`src/rtl/mem_write_monitor.sv`:
```
// End-of-test monitor for the core's data-memory write bus: tohost pass/fail,
// cycle timeout, optional strict store checking and a console log FIFO.
module mem_write_monitor #(
  parameter int unsigned XLEN        = 32,
  parameter int unsigned TOHOST_ADDR = 32,
  parameter int unsigned TIMEOUT     = 100000,
  parameter int unsigned STRICT      = 0,
  parameter int unsigned LOG_BASE    = 96,
  parameter int unsigned LOG_SIZE    = 32,
  parameter int unsigned LOG_DEPTH   = 8
) (
  input  logic            clk,
  input  logic            reset,
  input  logic            MemWrite,
  input  logic [XLEN-1:0] DataAdr,
  input  logic [XLEN-1:0] WriteData,
  output logic            done,
  output logic            pass,
  output logic [1:0]      status,
  output logic [XLEN-1:0] fail_code,
  output logic [XLEN-1:0] fail_adr,
  output logic [31:0]     cycles,
  output logic [15:0]     stores,
  output logic            log_valid,
  output logic [XLEN-1:0] log_adr,
  output logic [XLEN-1:0] log_data,
  input  logic            log_ready,
  output logic            log_overflow
);

  localparam int unsigned     AW       = $clog2(LOG_DEPTH);
  localparam logic [XLEN-1:0] TOHOST_A = XLEN'(TOHOST_ADDR);
  localparam logic [XLEN-1:0] LBASE_A  = XLEN'(LOG_BASE);
  localparam logic [XLEN-1:0] LSIZE_A  = XLEN'(LOG_SIZE);
  localparam logic [31:0]     TO_M1    = 32'(TIMEOUT - 1);

  typedef enum logic [1:0] {
    S_RUN     = 2'b00,
    S_PASS    = 2'b01,
    S_FAIL    = 2'b10,
    S_TIMEOUT = 2'b11
  } state_t;

  state_t          state, state_nx;
  logic [XLEN-1:0] fail_code_nx, fail_adr_nx;

  logic [XLEN-1:0] mem_adr  [LOG_DEPTH];
  logic [XLEN-1:0] mem_data [LOG_DEPTH];
  logic [AW:0]     wptr, rptr;

  logic accept, hit_tohost, hit_log;
  logic empty, full, pop, push, drop;

  always_comb begin
    accept     = MemWrite && (state == S_RUN);
    hit_tohost = (DataAdr == TOHOST_A);
    // Offset compare avoids overflow of LOG_BASE+LOG_SIZE near the top of the address space.
    hit_log    = !hit_tohost && (DataAdr >= LBASE_A) && ((DataAdr - LBASE_A) < LSIZE_A);
    empty      = (wptr == rptr);
    full       = (wptr[AW] != rptr[AW]) && (wptr[AW-1:0] == rptr[AW-1:0]);
    pop        = !empty && log_ready;
    push       = accept && hit_log && (!full || pop);
    drop       = accept && hit_log && full && !pop;
  end

  always_comb begin
    state_nx     = state;
    fail_code_nx = fail_code;
    fail_adr_nx  = fail_adr;
    if (state == S_RUN) begin
      if (accept && hit_tohost) begin
        fail_adr_nx = DataAdr;
        if (WriteData == XLEN'(1)) begin
          state_nx = S_PASS;
        end else begin
          state_nx     = S_FAIL;
          fail_code_nx = WriteData;
        end
      end else if (accept && !hit_log && (STRICT != 0)) begin
        state_nx    = S_FAIL;
        fail_adr_nx = DataAdr;
      end else if ((TIMEOUT != 0) && (cycles == TO_M1)) begin
        state_nx = S_TIMEOUT;
      end
    end
  end

  always_ff @(posedge clk or negedge reset) begin
    if (!reset) begin
      state        <= S_RUN;
      fail_code    <= '0;
      fail_adr     <= '0;
      cycles       <= '0;
      stores       <= '0;
      log_overflow <= 1'b0;
      wptr         <= '0;
      rptr         <= '0;
      for (int unsigned i = 0; i < LOG_DEPTH; i++) begin
        mem_adr[i]  <= '0;
        mem_data[i] <= '0;
      end
    end else begin
      state     <= state_nx;
      fail_code <= fail_code_nx;
      fail_adr  <= fail_adr_nx;
      if (state == S_RUN)
        cycles <= cycles + 32'd1;
      if (accept && (stores != 16'hFFFF))
        stores <= stores + 16'd1;
      if (drop)
        log_overflow <= 1'b1;
      // When full, the written slot is the one being popped this same edge.
      if (push) begin
        mem_adr[wptr[AW-1:0]]  <= DataAdr;
        mem_data[wptr[AW-1:0]] <= WriteData;
        wptr                   <= wptr + 1'b1;
      end
      if (pop)
        rptr <= rptr + 1'b1;
    end
  end

  always_comb begin
    status    = state;
    done      = (state != S_RUN);
    pass      = (state == S_PASS);
    log_valid = !empty;
    log_adr   = empty ? '0 : mem_adr[rptr[AW-1:0]];
    log_data  = empty ? '0 : mem_data[rptr[AW-1:0]];
  end

endmodule

```
`config.mk`:
```
export PLATFORM = sky130hd
export DESIGN_NAME = mem_write_monitor
export DESIGN_NICKNAME = d
export VERILOG_FILES = /design/src/rtl/mem_write_monitor.sv
export SDC_FILE = /design/constraint.sdc
export NUM_CORES = 1
export LEC_CHECK = 0
export CAP_MARGIN = 20
export CORE_UTILIZATION = 49
export DETAILED_ROUTE_END_ITERATION = 10
export HOLD_SLACK_MARGIN = 0.12
export PLACE_DENSITY = 0.7
export SLEW_MARGIN = 10
export SYNTH_ARGS = -nofsm -noshare
export SYNTH_HDL_FRONTEND = slang
export SYNTH_SLANG_ARGS = --single-unit
```
`constraint.sdc`:
```
create_clock -name clk -period 5.47 [get_ports clk]
set_input_delay 1.094 -clock clk [delete_from_list [all_inputs] [get_ports clk]]
set_output_delay 1.094 -clock clk [all_outputs]
set_load 0.05 [all_outputs]
```
==> results of run 1 <==
## per-stage QoR
| step | cell area [um^2] | hold WS [ns] | power (mW) |
|---|---|---|---|
| final | 33400 | 0.464 | 9.57 |
| after global placement | 31100 | 0.441 | 5.00 |
| after floorplan | 27800 | 0.428 | 4.83 |
| after CTS | 33400 | 0.466 | 9.69 |
| after global routing | 33400 | 0.484 | 9.90 |
| after detailed placement | 31100 | 0.450 | 5.01 |
## cell families after synthesis
| kind of cell | Yosys count | synth area share |
|---|---|---|
| AO/OA/AOI/OAI | 15 | 0.00400 |
| XOR/XNOR | 60 | 0.0189 |
| adder cells (fa/ha/maj) | 5 | 0.00225 |
| buffers and inverters | 156 | 0.0286 |
| flip-flops | 635 | 0.571 |
| multiplexers | 549 | 0.277 |
| AND/OR/NAND/NOR | 468 | 0.0983 |
## registers in the layout (all words and copies together) (netlist names)
name,cells
mem_adr,256
mem_data,256
rptr,4
stores,16
wptr,4
fail_code,32
log_overflow,1
cycles,32
fail_adr,32
status,2
## worst paths after layout
| kind | to | slack [ns] | depth (start not counted) |
|---|---|---|---|
| worst max-delay path | log_adr[31] | 0.66 | 5 |
| worst min-delay path | mem_adr[197] | 0.46 | 1 |
| worst max register to register | mem_data[95] | 1.91 | 8 |
| worst min register to register | mem_adr[197] | 0.46 | 1 |
| max in group asynchronous | mem_data[238] | 3.59 | 2 |
| min in group asynchronous | stores[13] | 0.56 | 1 |
## worst max-delay path: cells and delay by family (launching register included)
kind	cells	cell delay, ns
multiplexers	2	0.98
flip-flops	1	0.85
AND/OR/NAND/NOR	1	0.10
buffers and inverters	2	1.16
## report_power, final
group | internal (mW) | switching (mW) | total, mW
combinational | 0.0631 | 0.156 | 0.219
clock | 2.79 | 1.86 | 4.65
sequential | 4.70 | 0 | 4.70
total | 7.55 | 2.02 | 9.57
## layer usage
layer,global-route usage,up-vias,share of wire
met5,0,-,0
met4,0.0587,0,0.021
met3,0.0362,89,0.033
met2,0.358,290,0.48
met1,0.325,8528,0.46
li1,-,7131,-
## cells in the final DEF, fill, tap and decap left out, types with 5 or more instances in the layout
master / n
and2_1: 116
mux2_1: 212
nor3_1: 12
ha_1: 5
mux4_2: 128
nand3_1: 23
nor2b_1: 103
clkdlybuf4s50_1: 248
mux2_2: 104
clkinv_2: 10
bufinv_16: 6
mux2_4: 40
xnor2_1: 37
xor2_1: 23
nor4b_1: 6
dfrtp_1: 632
mux2i_1: 65
buf_4: 28
and3_1: 6
buf_12: 19
clkbuf_16: 70
nor4_1: 21
inv_1: 7
nand2_1: 30
nand2b_1: 5
clkbuf_1: 15
nor2_1: 89
nand4_1: 17
clkbuf_8: 11
## layout make-up
cell class | count | area (um^2) | area share
Tap cell | 748 | 936 | 0.0280
Multi-Input combinational cell | 1097 | 11200 | 0.334
Sequential cell | 635 | 15900 | 0.477
Clock buffer | 96 | 1960 | 0.0587
Clock inverter | 23 | 308 | 0.00922
Inverter | 7 | 26.3 | 0.000787
Timing Repair Buffer | 296 | 3090 | 0.0925
==> results.sh, run 1 <==
export IMPL_required_ns=4.38
export IMPL_ys_warn_count=0
export IMPL_synthDistinctLibCells=52
export IMPL_place_hpwl_um=38200
export IMPL_crit_path_start_kind="flop"
export IMPL_grt_pass1_wl_um=101000
export IMPL_cp_cell_sequence="buf_12 -> mux4_2 -> mux2i_1 -> nor2_1 -> clkdlybuf4s50_1"
export IMPL_cts_made_buffers=67
export IMPL_netlist_area_mm2=0.0278
export IMPL_port_buffers=249
export IMPL_synthTopCellsByCount="dfrtp_1 (635), mux2_1 (212), mux4_2 (128)"
export IMPL_hold_viol_final=0
export IMPL_ys_top_cells_by_area="dfrtp_1 (57%), mux4_2 (10%), mux2_1 (8.6%)"
export IMPL_clock_latency_ns=0.60
export IMPL_status="complete, no violations"
export IMPL_clock_path_buffers=3
export IMPL_setup_viol=0
export IMPL_rows=86
export IMPL_htree_levels=3
export IMPL_via_count=16038
export IMPL_viasPerCell=5.53
export IMPL_cp_end_kind="output pin"
export IMPL_ys_ff_latch=635
export IMPL_areaGrowthSynthToFinish_pct=20.0
export IMPL_crit_start="rptr[0]"
export IMPL_grt_pass1_vias=17452
export IMPL_grt_max_degree=126
export IMPL_drv_slew=0
export IMPL_avgRoutedWirePerCell_um=21.2
export IMPL_drt_iter0_markers=833
export IMPL_die_h_um=240
export IMPL_root_buffer="clkbuf_16"
export IMPL_dieArea_mm2=0.0577
export IMPL_synth_top_cell_area_share=0.571
export IMPL_clk_pin_slew_ns=0.06
export IMPL_drc=0
export IMPL_clock_fmax_ghz=0.208
export IMPL_ant_nets=0
export IMPL_synth_enable_flop_cells=0
export IMPL_async_reset_ff_frac=1.00
export IMPL_place_inst=2783
export IMPL_finClkSkew_ns=0.0215
export IMPL_finalCoreUtilization=0.600
export IMPL_synth_largest_area_cell="dfrtp_1"
export IMPL_seq_area_frac_synth=0.571
export IMPL_cts_setup_buffers=0
export IMPL_reg2reg_from="status[0]"
export IMPL_path_max_fanout=48
export IMPL_cp_slowest_cell="dfrtp_4"
export IMPL_num_nets_final=2177
export IMPL_drv_cap=0
export IMPL_crit_type="flop to output pin"
export IMPL_worstHoldStart="mem_adr[197]"
export IMPL_cts_tree="done"
export IMPL_power_density_mw_per_mm2=287
export IMPL_slowest_delay_ns=0.85
export IMPL_worst_slew_pin_slew_ns=0.971
export IMPL_finalNonFillerCells=2902
export IMPL_die_x_um=240
export IMPL_worst_slack_ns=0.662
export IMPL_pre_cts_ws_ns=0.715
export IMPL_post_synth_top_count_cell="dfrtp_1"
export IMPL_power_leakage_nw=15.8
export IMPL_avgSynthCellArea_um2=14.7
export IMPL_layout_drive_gt1_share=0.206
export IMPL_io_pins=250
export IMPL_antenna_cells=0
export IMPL_worstPathArrival_ns=3.71
export IMPL_fin_crit_sh=0.879
export IMPL_worst_hold_path_type="flop to flop"
export IMPL_cts_hold_buf=0
export IMPL_place_congestion=0.862
export IMPL_synth_flop_cell="dfrtp_1"
export IMPL_mappedNetlistNets=1961
export IMPL_cts_resized=0
export IMPL_rsz0062_at_grt="false"
export IMPL_maxSlewHeadroom=0.353
export IMPL_drtPass1Iterations=4
export IMPL_grt_overflow=0
export IMPL_synthCells=1888
export IMPL_coreArea_mm2=0.0556
export IMPL_start_util=0.500
export IMPL_wl_um=61600
export IMPL_antenna_found_initial=0
export IMPL_finalSetupTns_ns=0
export IMPL_grtUsageTotal=0.225
export IMPL_cts_sinks=635
export IMPL_period_needed_ns=4.81
export IMPL_vdd_ir_drop_max_mv=0.262
export IMPL_fill_cells=4208
No activity file was read; power rests on OpenSTA's default activity.
==> inputs of run 2 (changes only) <==
--- a/config.mk
+++ b/config.mk
@@ -6,10 +6,11 @@
 export NUM_CORES = 1
 export LEC_CHECK = 0
 export CAP_MARGIN = 20
-export CORE_UTILIZATION = 49
+export CORE_UTILIZATION = 55
 export DETAILED_ROUTE_END_ITERATION = 10
 export HOLD_SLACK_MARGIN = 0.12
-export PLACE_DENSITY = 0.7
+export PLACE_DENSITY = 0.77
+export SKIP_LAST_GASP = 1
 export SLEW_MARGIN = 10
 export SYNTH_ARGS = -nofsm -noshare
 export SYNTH_HDL_FRONTEND = slang
==> run 2 against run 1 <==
Against the previous run:
- critical path type unchanged
- combinational power about the same
- fmax up 3.7%
- clock-buffer cell count unchanged
- largest cell class unchanged
==> results.sh, run 2 (synthesis gave the netlist of run 1 again) <==
export IMPL_path_max_fanout=110
export IMPL_coreArea_mm2=0.0501
export IMPL_grt_max_degree=130
export IMPL_place_hpwl_um=37700
export IMPL_reg2reg_depth=9
export IMPL_worst_slew_pin_slew_ns=0.861
export IMPL_htree_levels=3
export IMPL_setup_viol=0
export IMPL_fill_cells=3551
export IMPL_layout_common_cells="dfrtp_1 (632), clkdlybuf4s50_1 (248), mux2_1 (212)"
export IMPL_slowest_delay_ns=0.72
export IMPL_maxSlewHeadroom=0.426
export IMPL_ant_nets=0
export IMPL_rows=82
export IMPL_place_congestion=0.864
export IMPL_drtPass1Iterations=5
export IMPL_wl_um=61500
export IMPL_cts_hold_buf=0
export IMPL_via_count=16182
export IMPL_die_h_um=227
export IMPL_num_nets_final=2170
export IMPL_areaGrowthSynthToFinish_pct=19.2
export IMPL_r2r_setup_slack_ns=1.98
export IMPL_clock_latency_ns=0.60
export IMPL_drt_iter0_markers=1071
export IMPL_r2r_end="mem_data[115]"
export IMPL_io_pins=250
export IMPL_period_needed_ns=4.64
export IMPL_grt_overflow=0
export IMPL_layout_drive_gt1_share=0.202
export IMPL_multi_input_area_mm2=0.0112
export IMPL_top_regs="mem_adr x256, mem_data x256"
export IMPL_hold_path_depth=1
export IMPL_drv_slew=0
export IMPL_regArea_mm2=0.0159
export IMPL_cp_cell_sequence="buf_12 -> mux4_2 -> mux2i_1 -> nor2_1 -> clkdlybuf4s50_1"
export IMPL_clk_pin_slew_ns=0.06
export IMPL_worst_hold_path_type="flop to flop"
export IMPL_crit_type="flop to output pin"
export IMPL_grt_pass1_wl_um=99600
export IMPL_antenna_found_initial=1
export IMPL_cts_tree="done"
export IMPL_drc=0
export IMPL_cts_resized=0
export IMPL_grt_pass1_vias=17693
export IMPL_rsz0062_at_grt="false"
export IMPL_cp_slowest_cell="clkdlybuf4s50_1"
export IMPL_clock_fmax_ghz=0.216
export IMPL_cts_setup_buffers=0
export IMPL_fin_hold_ws_ns=0.462
export IMPL_drv_cap=0
export IMPL_avgRoutedWirePerCell_um=21.8
export IMPL_required_ns=4.38
export IMPL_hold_viol_final=0
export IMPL_viasPerCell=5.74
export IMPL_start_util=0.555
export IMPL_grtUsageTotal=0.252
export IMPL_worstHoldStart="mem_adr[37]"
export IMPL_power_leakage_nw=15.7
export IMPL_die_x_um=227
export IMPL_fin_crit_sh=0.848
export IMPL_finalSetupTns_ns=0
export IMPL_power_density_mw_per_mm2=285
export IMPL_root_buffer="clkbuf_16"
export IMPL_worstPathArrival_ns=3.54
export IMPL_reg2reg_from="status[1]"
export IMPL_dieArea_mm2=0.0515
export IMPL_holdPathEnd="mem_adr[37]"
export IMPL_crit_path_start_kind="flop"
export IMPL_clock_path_buffers=3
export IMPL_finClkSkew_ns=0.0217
export IMPL_vdd_ir_drop_max_mv=0.249
export IMPL_cp_end_kind="output pin"
export IMPL_layout_commonest_cell="dfrtp_1"
export IMPL_status="complete, no violations"
export IMPL_cts_sinks=635
export IMPL_cts_made_buffers=66
export IMPL_port_buffers=249
[run 2: stage by stage]
stage          total power [mW]  instances   util  setup WS (ns)  area [um^2]
2_1_floorplan              4.83       1888      -           1.91        27800
3_3_place_gp               5.00       2701  0.618          0.493        30900
3_5_place_dp               5.01       2701  0.618          0.417        30900
4_1_cts                    9.56       2817  0.662          0.810        33200
5_1_grt                    9.75       2818  0.662          0.741        33200
6_report                   9.47       2818  0.662          0.832        33200
[run 2: layout make-up]
type                            instances  area share
Antenna cell                            1   0.0000755
Clock buffer                           96      0.0584
Clock inverter                         20     0.00819
Inverter                                7    0.000792
Multi-Input combinational cell       1097       0.336
Sequential cell                       635       0.480
Tap cell                              672      0.0254
Timing Repair Buffer                  290      0.0914
[run 2: how the worst max path moves through the flow]
stage	slack (ns)	endpoint	start
final	0.83	log_adr[31]	rptr[1]
after global routing	0.74	log_adr[29]	rptr[1]
after CTS	0.81	log_data[28]	rptr[1]
after detailed placement	0.42	mem_data[126]	DataAdr[8]
after global placement	0.49	mem_data[113]	DataAdr[7]
after floorplan	1.91	mem_data[131]	DataAdr[11]
[run 2: layer usage]
| layer | up-vias | GRT usage | part of all wire |
|---|---|---|---|
| met5 | - | 0 | 0 |
| met4 | 0 | 0.0798 | 0.026 |
| met3 | 90 | 0.0406 | 0.037 |
| met2 | 323 | 0.408 | 0.50 |
| met1 | 8659 | 0.350 | 0.44 |
| li1 | 7110 | - | - |
[run 2: power breakdown]
part	leakage, nW	switching (mW)	internal, mW
Sequential	8.86	0	4.70
Combinational	5.75	0.155	0.0617
Clock	1.08	1.85	2.71
[run 2: critical path, delay by kind of cell (launching register included)]
kind | cells | cell delay, ns
and+or+nand+nor | 1 | 0.09
DFF | 1 | 0.70
buffers and inverters | 2 | 1.31
muxes | 2 | 0.78
==> inputs of run 3 (changes only) <==
==> constraint.sdc (replaced) <==
create_clock -name clk -period 4.5 [get_ports clk]
set_input_delay 0.9 -clock clk [delete_from_list [all_inputs] [get_ports clk]]
set_output_delay 0.9 -clock clk [all_outputs]
set_load 0.05 [all_outputs]
==> run 3 against run 2 <==
Against the previous run:
- clock-buffer cell count is the same
- power up 20%
- combinational power increased by 26%
- wire length is 0.42% lower
- setup slack worse by 0.53 ns
- hold slack worse by 0.16 ns
- global-route usage about the same
- first-iteration DRC count is 11% lower
- largest cell class unchanged
- highest routed layer unchanged
==> results.sh, run 3 (synthesis gave the netlist of run 1 again) <==
export IMPL_num_nets_final=2178
export IMPL_top_regs="mem_adr x256, mem_data x256"
export IMPL_setup_viol=0
export IMPL_place_area_mm2=0.0309
export IMPL_drv_cap=0
export IMPL_vdd_ir_drop_max_mv=0.295
export IMPL_rsz0062_at_grt="false"
export IMPL_worstPathArrival_ns=3.30
export IMPL_reg2reg_from="status[0]"
export IMPL_grt_max_degree=110
export IMPL_place_congestion=0.896
export IMPL_drc=0
export IMPL_clock_path_buffers=3
export IMPL_power_density_mw_per_mm2=342
export IMPL_r2r_setup_slack_ns=1.28
export IMPL_start_util=0.555
export IMPL_reg2reg_depth=9
export IMPL_clock_latency_ns=0.58
export IMPL_rows=82
export IMPL_antenna_cells=0
export IMPL_htree_levels=3
export IMPL_avgRoutedWirePerCell_um=21.7
export IMPL_crit_path_start_kind="flop"
export IMPL_crit_type="flop to output pin"
export IMPL_cts_made_buffers=67
export IMPL_die_h_um=227
export IMPL_grtUsageTotal=0.252
export IMPL_clock_fmax_ghz=0.238
export IMPL_port_buffers=249
export IMPL_drv_slew=0
export IMPL_areaGrowthSynthToFinish_pct=18.9
export IMPL_maxSlewHeadroom=0.370
export IMPL_path_max_fanout=82
export IMPL_worst_slew_pin_slew_ns=0.945
export IMPL_pre_cts_ws_ns=0.199
export IMPL_drtPass1Iterations=5
export IMPL_coreArea_mm2=0.0501
export IMPL_cp_end_kind="output pin"
export IMPL_cts_resized=0
export IMPL_layout_drive_gt1_share=0.220
export IMPL_layout_common_cells="dfrtp_1 (632), clkdlybuf4s50_1 (214), mux2_1 (212)"
export IMPL_grt_overflow=0
export IMPL_hold_viol_final=0
export IMPL_place_hpwl_um=37800
export IMPL_layout_commonest_cell="dfrtp_1"
export IMPL_required_ns=3.60
export IMPL_fin_area_mm2=0.0331
export IMPL_clk_pin_slew_ns=0.06
export IMPL_r2r_end="mem_data[192]"
export IMPL_worst_slack_ns=0.304
export IMPL_cts_tree="done"
export IMPL_via_count=16165
export IMPL_fin_crit_sh=0.932
export IMPL_wl_um=61300
export IMPL_drt_iter0_markers=954
export IMPL_period_needed_ns=4.20
export IMPL_power_leakage_nw=15.8
export IMPL_finClkSkew_ns=0.0238
export IMPL_worst_hold_path_type="input port to async pin"
export IMPL_antenna_found_initial=0
export IMPL_dieArea_mm2=0.0515
export IMPL_status="complete, no violations"
export IMPL_finalSetupTns_ns=0
export IMPL_cts_hold_buf=0
export IMPL_grt_pass1_vias=17774
export IMPL_io_pins=250
export IMPL_ant_nets=0
export IMPL_grt_pass1_wl_um=100000
export IMPL_viasPerCell=5.73
export IMPL_cts_sinks=635
export IMPL_die_x_um=227
export IMPL_root_buffer="clkbuf_16"
export IMPL_cts_setup_buffers=0
## run 3: cell types whose count changed in the layout (fill, tap and decap cells not counted)
cell             before  now
buf_12               18   20
clkinv_8              3    1
buf_4                23   62
bufinv_16             5    3
clkdlybuf4s50_1     248  214
inv_6                 2    1
clkbuf_1             15   13
clkbuf_8             13   15
diode_2               1    0
## run 3: per-stage QoR
stage	util	hold slack [ns]	power (mW)	std cells
5_1_grt	0.660	0.339	11.7	2819
4_1_cts	0.660	0.345	11.4	2819
6_report	0.660	0.306	11.3	2819
2_1_floorplan	-	0.428	5.87	1888
3_3_place_gp	0.618	0.442	6.09	2708
3_5_place_dp	0.618	0.447	6.09	2708
## run 3: worst max-delay path by stage
stage,to,depth (start not counted),start
CTS,log_adr[6],6,rptr[0]
global route,log_adr[6],6,rptr[0]
floorplan,mem_data[131],10,DataAdr[11]
detailed placement,mem_data[194],8,DataAdr[7]
finish,log_adr[20],5,rptr[1]
global placement,mem_data[194],8,DataAdr[7]
## run 3: per-layer routing
metal  vias to the layer above  share of wire  track usage
li1                       7130              -            -
met4                         0          0.021       0.0695
met2                       337           0.50        0.416
met1                      8603           0.44        0.344
met5                         -              0            0
met3                        95          0.040       0.0450
## run 3: area by class of cell
type	count	area (um^2)
Fill cell	3564	17000
Clock buffer	96	1960
Clock inverter	15	170
Multi-Input combinational cell	1097	11200
Inverter	7	26.3
Sequential cell	635	15900
Timing Repair Buffer	297	3020
Tap cell	672	841
## run 3: report_power, final
| part | switching [mW] | leakage, nW | internal (mW) | total (mW) |
|---|---|---|---|---|
| Sequential | 0 | 8.86 | 5.71 | 5.71 |
| Combinational | 0.193 | 5.86 | 0.0800 | 0.273 |
| Clock | 2.15 | 1.05 | 3.18 | 5.33 |
| Total | 2.34 | 15.8 | 8.97 | 11.3 |
## run 3: worst max-delay path, cell delays in order (launching register included)
cell and delay, ns:
dfrtp_4 0.68, buf_12 0.48, mux4_2 0.30, mux2i_1 0.09, nor2_1 0.27, clkdlybuf4s50_1 0.86
